## src/rtl/rv32_mem_arb_pkg.sv

```systemverilog
// Shared types for the rv32 data memory arbiter: FSM state, read-response owner
// and wait counter width.
package rv32_mem_arb_pkg;
  localparam int WAIT_CNT_W = 4;

  typedef enum logic {CORE_PRIO, AUX_PRIO} arb_state_t;
  typedef enum logic {OWNER_CORE, OWNER_AUX} arb_owner_t;
endpackage

```

## src/rtl/rv32_arb_age_counter.sv

```systemverilog
// Counts consecutive denied aux cycles while the core has priority and flags
// promotion when the count reaches AUX_MAX_WAIT; clear marks the end of an aux wait.
module rv32_arb_age_counter
  import rv32_mem_arb_pkg::*;
#(
  parameter int AUX_MAX_WAIT = 4
) (
  input  logic clk_i,
  input  logic rst_i,
  input  logic core_prio_i,
  input  logic aux_req_i,
  input  logic aux_gnt_i,
  output logic promote_o,
  output logic clear_o
);

  logic [WAIT_CNT_W-1:0] wait_cnt_q, wait_cnt_d, wait_cnt_inc;

  always_comb begin
    wait_cnt_inc = wait_cnt_q + WAIT_CNT_W'(1);
    clear_o      = ~aux_req_i | aux_gnt_i;
    promote_o    = core_prio_i & aux_req_i & ~aux_gnt_i &
                   (wait_cnt_inc == WAIT_CNT_W'(AUX_MAX_WAIT));
    wait_cnt_d   = wait_cnt_q;
    // The count only means something in CORE_PRIO; leaving it starts from zero.
    if (clear_o || !core_prio_i || promote_o) begin
      wait_cnt_d = '0;
    end else begin
      wait_cnt_d = wait_cnt_inc;
    end
  end

  always_ff @(posedge clk_i) begin
    if (rst_i) begin
      wait_cnt_q <= '0;
    end else begin
      wait_cnt_q <= wait_cnt_d;
    end
  end

endmodule

```

## src/rtl/rv32_data_memory_arbiter.sv

```systemverilog
// Shares one single-port data memory between the core and an aux master with aging
// priority and per-owner read routing. Optional counters: RV32_MEM_ARB_PERF_EN.
module rv32_data_memory_arbiter
  import rv32_mem_arb_pkg::*;
#(
  parameter int AUX_MAX_WAIT = 4,
  parameter int ADDR_WIDTH   = 32
) (
  input  logic                  clk_i,
  input  logic                  rst_i,
  input  logic                  core_req_i,
  input  logic [ADDR_WIDTH-1:0] core_addr_i,
  input  logic [3:0]            core_we_i,
  input  logic [31:0]           core_wdata_i,
  output logic                  core_gnt_o,
  output logic                  core_stall_o,
  output logic                  core_rvalid_o,
  output logic [31:0]           core_rdata_o,
  input  logic                  aux_req_i,
  input  logic [ADDR_WIDTH-1:0] aux_addr_i,
  input  logic [3:0]            aux_we_i,
  input  logic [31:0]           aux_wdata_i,
  output logic                  aux_gnt_o,
  output logic                  aux_rvalid_o,
  output logic [31:0]           aux_rdata_o,
  output logic                  mem_en_o,
  output logic [3:0]            mem_we_o,
  output logic [ADDR_WIDTH-1:0] mem_addr_o,
  output logic [31:0]           mem_wdata_o,
  input  logic [31:0]           mem_rdata_i
`ifdef RV32_MEM_ARB_PERF_EN
  ,
  output logic [31:0]           conflict_cnt_o,
  output logic [15:0]           aux_starve_cnt_o
`endif
);

  arb_state_t state_q, state_d;
  arb_owner_t rsp_owner_q, rsp_owner_d;
  logic       rsp_pending_q, rsp_pending_d;
  logic       core_win, aux_win, promote, clear;

  rv32_arb_age_counter #(
    .AUX_MAX_WAIT(AUX_MAX_WAIT)
  ) u_age (
    .clk_i      (clk_i),
    .rst_i      (rst_i),
    .core_prio_i(state_q == CORE_PRIO),
    .aux_req_i  (aux_req_i),
    .aux_gnt_i  (aux_win),
    .promote_o  (promote),
    .clear_o    (clear)
  );

  always_comb begin
    core_win = ~rst_i & core_req_i & (~aux_req_i | (state_q == CORE_PRIO));
    aux_win  = ~rst_i & aux_req_i & (~core_req_i | (state_q == AUX_PRIO));

    core_gnt_o   = core_win;
    aux_gnt_o    = aux_win;
    core_stall_o = core_req_i & ~core_win;

    mem_en_o    = core_win | aux_win;
    mem_we_o    = 4'b0000;
    mem_addr_o  = '0;
    mem_wdata_o = '0;
    if (core_win) begin
      mem_we_o    = core_we_i;
      mem_addr_o  = core_addr_i;
      mem_wdata_o = core_wdata_i;
    end else if (aux_win) begin
      mem_we_o    = aux_we_i;
      mem_addr_o  = aux_addr_i;
      mem_wdata_o = aux_wdata_i;
    end

    rsp_pending_d = (core_win & (core_we_i == 4'b0000)) | (aux_win & (aux_we_i == 4'b0000));
    rsp_owner_d   = aux_win ? OWNER_AUX : OWNER_CORE;

    state_d = state_q;
    case (state_q)
      CORE_PRIO: if (promote) state_d = AUX_PRIO;
      AUX_PRIO:  if (clear)   state_d = CORE_PRIO;
      default:                state_d = CORE_PRIO;
    endcase

    // Memory read data is one cycle behind the access that owns it.
    core_rvalid_o = ~rst_i & rsp_pending_q & (rsp_owner_q == OWNER_CORE);
    aux_rvalid_o  = ~rst_i & rsp_pending_q & (rsp_owner_q == OWNER_AUX);
    core_rdata_o  = mem_rdata_i;
    aux_rdata_o   = mem_rdata_i;
  end

  always_ff @(posedge clk_i) begin
    if (rst_i) begin
      state_q       <= CORE_PRIO;
      rsp_pending_q <= 1'b0;
      rsp_owner_q   <= OWNER_CORE;
    end else begin
      state_q       <= state_d;
      rsp_pending_q <= rsp_pending_d;
      rsp_owner_q   <= rsp_owner_d;
    end
  end

`ifdef RV32_MEM_ARB_PERF_EN
  logic [31:0] conflict_cnt_q, conflict_cnt_d;
  logic [15:0] aux_starve_cnt_q, aux_starve_cnt_d;

  always_comb begin
    conflict_cnt_d   = conflict_cnt_q;
    aux_starve_cnt_d = aux_starve_cnt_q;
    if (core_req_i && aux_req_i && (conflict_cnt_q != '1)) begin
      conflict_cnt_d = conflict_cnt_q + 32'd1;
    end
    if ((state_q == CORE_PRIO) && (state_d == AUX_PRIO) && (aux_starve_cnt_q != '1)) begin
      aux_starve_cnt_d = aux_starve_cnt_q + 16'd1;
    end
  end

  always_ff @(posedge clk_i) begin
    if (rst_i) begin
      conflict_cnt_q   <= '0;
      aux_starve_cnt_q <= '0;
    end else begin
      conflict_cnt_q   <= conflict_cnt_d;
      aux_starve_cnt_q <= aux_starve_cnt_d;
    end
  end

  assign conflict_cnt_o   = conflict_cnt_q;
  assign aux_starve_cnt_o = aux_starve_cnt_q;
`endif

endmodule

```

## config.mk

```make
export PLATFORM = sky130hd
export DESIGN_NAME = rv32_data_memory_arbiter
export DESIGN_NICKNAME = d
export VERILOG_FILES = /design/src/rtl/rv32_mem_arb_pkg.sv /design/src/rtl/rv32_arb_age_counter.sv /design/src/rtl/rv32_data_memory_arbiter.sv
export SDC_FILE = /design/constraint.sdc
export NUM_CORES = 1
export LEC_CHECK = 0
export CORE_AREA = 2 2 121 123
export CTS_CLUSTER_DIAMETER = 40
export DETAILED_ROUTE_END_ITERATION = 10
export DIE_AREA = 0 0 123 125
export GPL_ROUTABILITY_DRIVEN = 0
export RECOVER_POWER = 100
export REMOVE_ABC_BUFFERS = 1
export SYNTH_ARGS = -nofsm -noshare
export SYNTH_HDL_FRONTEND = slang
export SYNTH_HIERARCHICAL = 1
export SYNTH_SLANG_ARGS = --single-unit
```

## constraint.sdc

```tcl
create_clock -name clk_i -period 2.75 [get_ports clk_i]
set_clock_uncertainty 0.05 [all_clocks]
set_input_delay 0.6875 -clock clk_i [delete_from_list [all_inputs] [get_ports clk_i]]
set_output_delay 0.6875 -clock clk_i [all_outputs]
set_load 0.02 [all_outputs]
```

# Word-level counts from Yosys, hierarchy flattened

Index checks and enable logic that the tools add are counted.

Muxes and demuxes: 10
Bitwise gates (word level): 25
Equality and inequality tests: 1
Reductions and logical operators: 5
Add/sub/neg operators: 1

Operators by type and width:

| operator                                             | number |
|---|---|
| 2-to-1 mux 32 bit                                    | 4 |
| AND 1 bit                                            | 13 |
| zero test 4 bit                                      | 2 |
| 2-to-1 mux 4 bit                                     | 2 |
| NOT 1 bit                                            | 7 |
| OR 1 bit                                             | 5 |
| adder 4 x 1 -> 4 bit (second input constant)         | 1 |
| equality test 4 x 3 -> 1 bit (second input constant) | 1 |
| 2-to-1 mux 1 bit                                     | 3 |
| logical OR 1 bit                                     | 2 |
| one-hot mux 1 bit (2 select lines)                   | 1 |
| OR reduction 2 bit                                   | 1 |

Flip-flop bits (word level): 7
Input port bits: 172
Word-level logic and storage cells: 46
Output and inout bits: 138

# Depth between registers and ports, before layout

Word-level depth: 8
Mapped depth: 8
Gate-level depth less buffers: 7

# Hierarchy

Netlist, hierarchy kept.

By module, submodules not included:

| module                   | cells each | instances | area an instance (sq um) | seq. area each (sq um) |
|---|---|---|---|---|
| rv32_data_memory_arbiter | 168        | 1         | 1336.3                   | 60.1 |
| rv32_arb_age_counter     | 20         | 1         | 198.9                    | 80.1 |

# Least setup slack after synthesis

Ideal clock, no wire load.

Kind: input to output
From: in rst_i
To: out mem_wdata_o[12]
Data required time: 2.013 ns
Stages: 5
Slack: 0.303 ns
Path buffers: 3
Arrival: 1.710 ns
Cell sequence: buf_2 nor3b_2 buf_2 buf_6 a22o_1

Word-level cells in the longest chain between the ends: 5
Elaborated cells between the ends (all ways): 7
Those cells by class: mux: 2; bitwise: 5

Ends and longest elaborated chain:

| element                | line                                                           | text |
|---|---|---|
| start, declared        | rv32_data_memory_arbiter.sv:10                                 | `input logic rst_i,` |
| NOT 1 bit *            | rv32_data_memory_arbiter.sv:56, rv32_data_memory_arbiter.sv:57 |  |
| AND 1 bit (2 in a row) | rv32_data_memory_arbiter.sv:57                                 | `aux_win = ~rst_i & aux_req_i & (~core_req_i \| (state_q == AUX_PRIO));` |
| 2-to-1 mux 32 bit      | rv32_data_memory_arbiter.sv:71                                 | `end else if (aux_win) begin` |
| 2-to-1 mux 32 bit *    | rv32_data_memory_arbiter.sv:67                                 | `if (core_win) begin` |
| end, declared          | rv32_data_memory_arbiter.sv:29                                 | `output logic [31:0] mem_wdata_o,` |

Every way passes the cells marked *; elsewhere a longest branch is shown, timed or not.

# Worst setup path after layout

From: in aux_req_i
To: out mem_wdata_o[15]

Word-level cells in the longest chain between the ends: 4
Elaborated cells between the ends (all ways): 7
Those cells by class: mux: 2; bitwise: 5

Ends and longest elaborated chain:

| element                                        | line                                                           | text |
|---|---|---|
| start, declared                                | rv32_data_memory_arbiter.sv:19                                 | `input logic aux_req_i,` |
| AND 1 bit or NOT 1 bit (tied branches)         | rv32_data_memory_arbiter.sv:57, rv32_data_memory_arbiter.sv:56 |  |
| AND 1 bit or OR 1 bit (tied branches)          | rv32_data_memory_arbiter.sv:57, rv32_data_memory_arbiter.sv:56 |  |
| 2-to-1 mux 32 bit or AND 1 bit (tied branches) | rv32_data_memory_arbiter.sv:71, rv32_data_memory_arbiter.sv:56 |  |
| 2-to-1 mux 32 bit *                            | rv32_data_memory_arbiter.sv:67                                 |  |

Marks and branches as above.

==> metrics.md <==
| Metric | Value |
|---|---|
| Core Box Area | `14200 sq um` |
| Worst r2r src | `state_q` |
| Final period util | `98.2%` |
| Critical path type | `input port to output pin` |
| Post-layout minimum cycle time | `2700 ps` |
| Slew HR | `68.0%` |
| Worst EP required | `2010 ps` |
| WP depth | `6` |
| DR vias | `2146` |
| Area Overhead vs Synth | `123%` |
| CP top delay family | `buffers and inverters` |
| Gr ovfl total | `0` |
| Num CTS Buffers | `3` |
| Post-synthesis cell type count | `23` |
| FILL cells | `1572` |
| CP max FO | `17` |
| Initial Util | `10.8%` |
| Hold Buf Count CTS | `0` |
| H-tree Lvls | `1` |
| Status | `finished clean` |
| Worst Reg-to-Reg Cells | `10` |
| Clock slew at reported path FFs | `40 ps` |
| Initial DRC Count | `97` |
| Die area | `15400 sq um` |
| Port bufs | `213` |
| Hold Path End | `u_age/wait_cnt_q[0]` |
| CTS Buffer Depth | `2` |
| Wire per inst | `20.9 microns` |
| DP Cell Count | `518` |
| Fmax | `370 MHz` |
| Diodes inserted | `0` |
| Worst path arrival time | `1960 ps` |
| Worst slew pin tran | `475 ps` |
| Io pins | `310` |
| CP Capture Type | `output pin` |
| Total track usage | `13.4%` |
| Fin Hold WS | `443 ps` |
| Synthesized flop and latch total | `7` |
| DR vias/cell | `4.05` |
| Std-Cell Rows | `44` |
| Die width | `123 microns` |
| CP max stage delay | `280 ps` |
| Post-Synthesis Cells | `188` |
| Initial DRT Pass Iterations | `4` |
| Mapped cell area | `1540 sq um` |
| Max stage delay cell, worst path | `bufbuf_16` |
| Slew Viols, Final | `0` |
| Min-Delay Path Class | `flip-flop to flip-flop` |
| RSZ-0062 raised after global routing | `false` |
| Max Cap Viol | `0` |
| WP buf/inv | `4` |
| Hold_sp | `u_age/wait_cnt_q[0]` |
| Cell area after layout | `3420 sq um` |
| Critical path, cell by cell | `clkdlybuf4s15_2 > a211oi_4 > buf_12 > bufbuf_16 > a22o_1 > buf_4` |
| Initial antenna violation count | `0` |
| Vias in the first global route | `2330` |
| First-pass GRT wire length | `14900 microns` |
| CTS root buf | `clkbuf_16` |
| Die Y | `125 microns` |
| RR Endpoint | `state_q` |
| CTS tree | `done` |
| DRC Markers | `0` |
| Synth warnings | `6` |
| Largest net degree at the start of global routing | `35` |
| Setup violators final | `0` |
| Placed inst area | `3480 sq um` |
| Hold Violations, Final | `0` |
| Antenna viol nets, final | `0` |
| HPWL Detailed | `8820 microns` |
| Post-layout net count | `521` |
| Startpoint Class | `input port` |
| Max VDD drop | `0.103 mV` |
| R2r setup slk | `740 ps` |
| Hold Path Depth | `1` |
| Clock sinks | `7` |
| Register area | `140 sq um` |
| Syn Area/Cell | `8.17 sq um` |
| Total wire length | `11100 microns` |
| Share of layout cells above drive strength 1 | `28.0%` |
| Clock latency on the worst-skew pair | `230 ps` |
| Leak Pwr | `1.48 nW` |
| Multi-input gate area | `857 sq um` |
| Final Non-Filler Cells | `530` |
| P per Cell Area | `254 nW/um^2` |
| Seq/Total Area, Yosys | `9.13%` |
[layer usage]
layer	GRT usage (%)	share of wire, %	vias to the layer above
met5	4.61	0.45	-
met4	2.61	1.2	2
met2	17.9	38	198
met3	11.4	19	14
li1	-	-	958
met1	15.9	41	974
[Yosys cell counts (all sizes together)]
cell	number	area share, %
buf	79	37
a22o	68	39
dfxtp	7	9.1
nor2	5	1.2
a211oi	4	2.3
inv	4	0.98
and3b	3	1.7
nor3b	3	1.8
ha	2	1.6
nand2b	2	0.81
nor2b	2	0.81
xnor2	2	1.1
a21o	1	0.49
a21oi	1	0.33
and2	1	0.49
nand3	1	0.33
nor4	1	0.41
nor4b	1	0.57
or4	1	0.49
[logic make-up (layout without fill, tap and decap cells)]
family	after synthesis	count (layout)	share of synthesized area (%)
AO/OA/AOI/OAI	74	74	41.9
AND/OR/NAND/NOR	20	20	8.64
buffers and inverters	83	241	37.6
flip-flops	7	7	9.13
XOR/XNOR	2	2	1.14
adder cells (fa/ha/maj)	2	2	1.63
[cell type report]
cell class	instances	area share (%)
repair buffers	233	61.4
multi-input cells	98	25.0
well taps	184	6.73
flip-flops and latches	7	4.09
clock buffers	4	2.30
inverters	4	0.439
[worst reg2reg max path, cell delays in order (launching register included)]
cell	delay [ps]
dfxtp_1	450
nor2b_4	80
nor3b_4	180
buf_6	160
buf_12	110
buf_16	140
and3b_1	200
and3b_1	170
and2_2	190
a21oi_1	130
nor2_1	50
[cells in the final DEF (no fill, tap or decap), types with 2 or more instances in the layout]
cell / n
clkdlybuf4s50_1: 136
a22o_1: 66
clkbuf_2: 52
buf_4: 13
clkbuf_1: 8
clkdlybuf4s15_2: 7
dfxtp_1: 7
nor2_1: 5
buf_12: 5
clkbuf_16: 4
and3b_1: 3
inv_1: 3
buf_6: 3
buf_2: 3
a211oi_1: 3
a22o_4: 2
nor3b_1: 2
dlygate4sd3_1: 2
nand2b_1: 2
xnor2_1: 2
ha_1: 2
[report_power, final]
part	leakage (nW)	switching, mW	internal, mW
clock	0.0382	0.0553	0.193
sequential	0.0568	0.00174	0.104
combinational	1.39	0.214	0.302
[worst max path at each step]
stage	from	end	slack, ps
global route	aux_req_i	mem_wdata_o[3]	9
detailed placement	aux_req_i	mem_we_o[3]	-710
CTS	core_req_i	mem_wdata_o[25]	-30
floorplan	core_req_i	mem_addr_o[0]	-1590
finish	aux_req_i	mem_wdata_o[15]	50
global placement	core_req_i	mem_we_o[3]	-720
[what timing repair did]
item                                    4_1_cts  5_1_grt
buffers inserted                              3        1
endpoints found under the setup margin       74       39
gates resized for setup                     301        7
gates cloned                                  3        1
pin swaps                                     5        3
[registers in the layout (all words and copies together) (netlist names)]
register / count
state_q: 1
rsp_owner_q: 1
rsp_pending_q: 1
u_age/wait_cnt_q: 4
[per-stage QoR]
step / setup slack, ps / setup TNS (ps) / util [%] / power [mW]
floorplan: -1590 / -118290 / - / 0.281
global placement: -717 / -45190 / 24.5 / 0.647
detailed placement: -715 / -44610 / 24.5 / 0.651
CTS: -27.6 / -373 / 24.5 / 0.890
global route: 9.22 / 0 / 24.1 / 0.914
finish: 49.0 / 0 / 24.1 / 0.871
(Power assumes the default switching activity.)
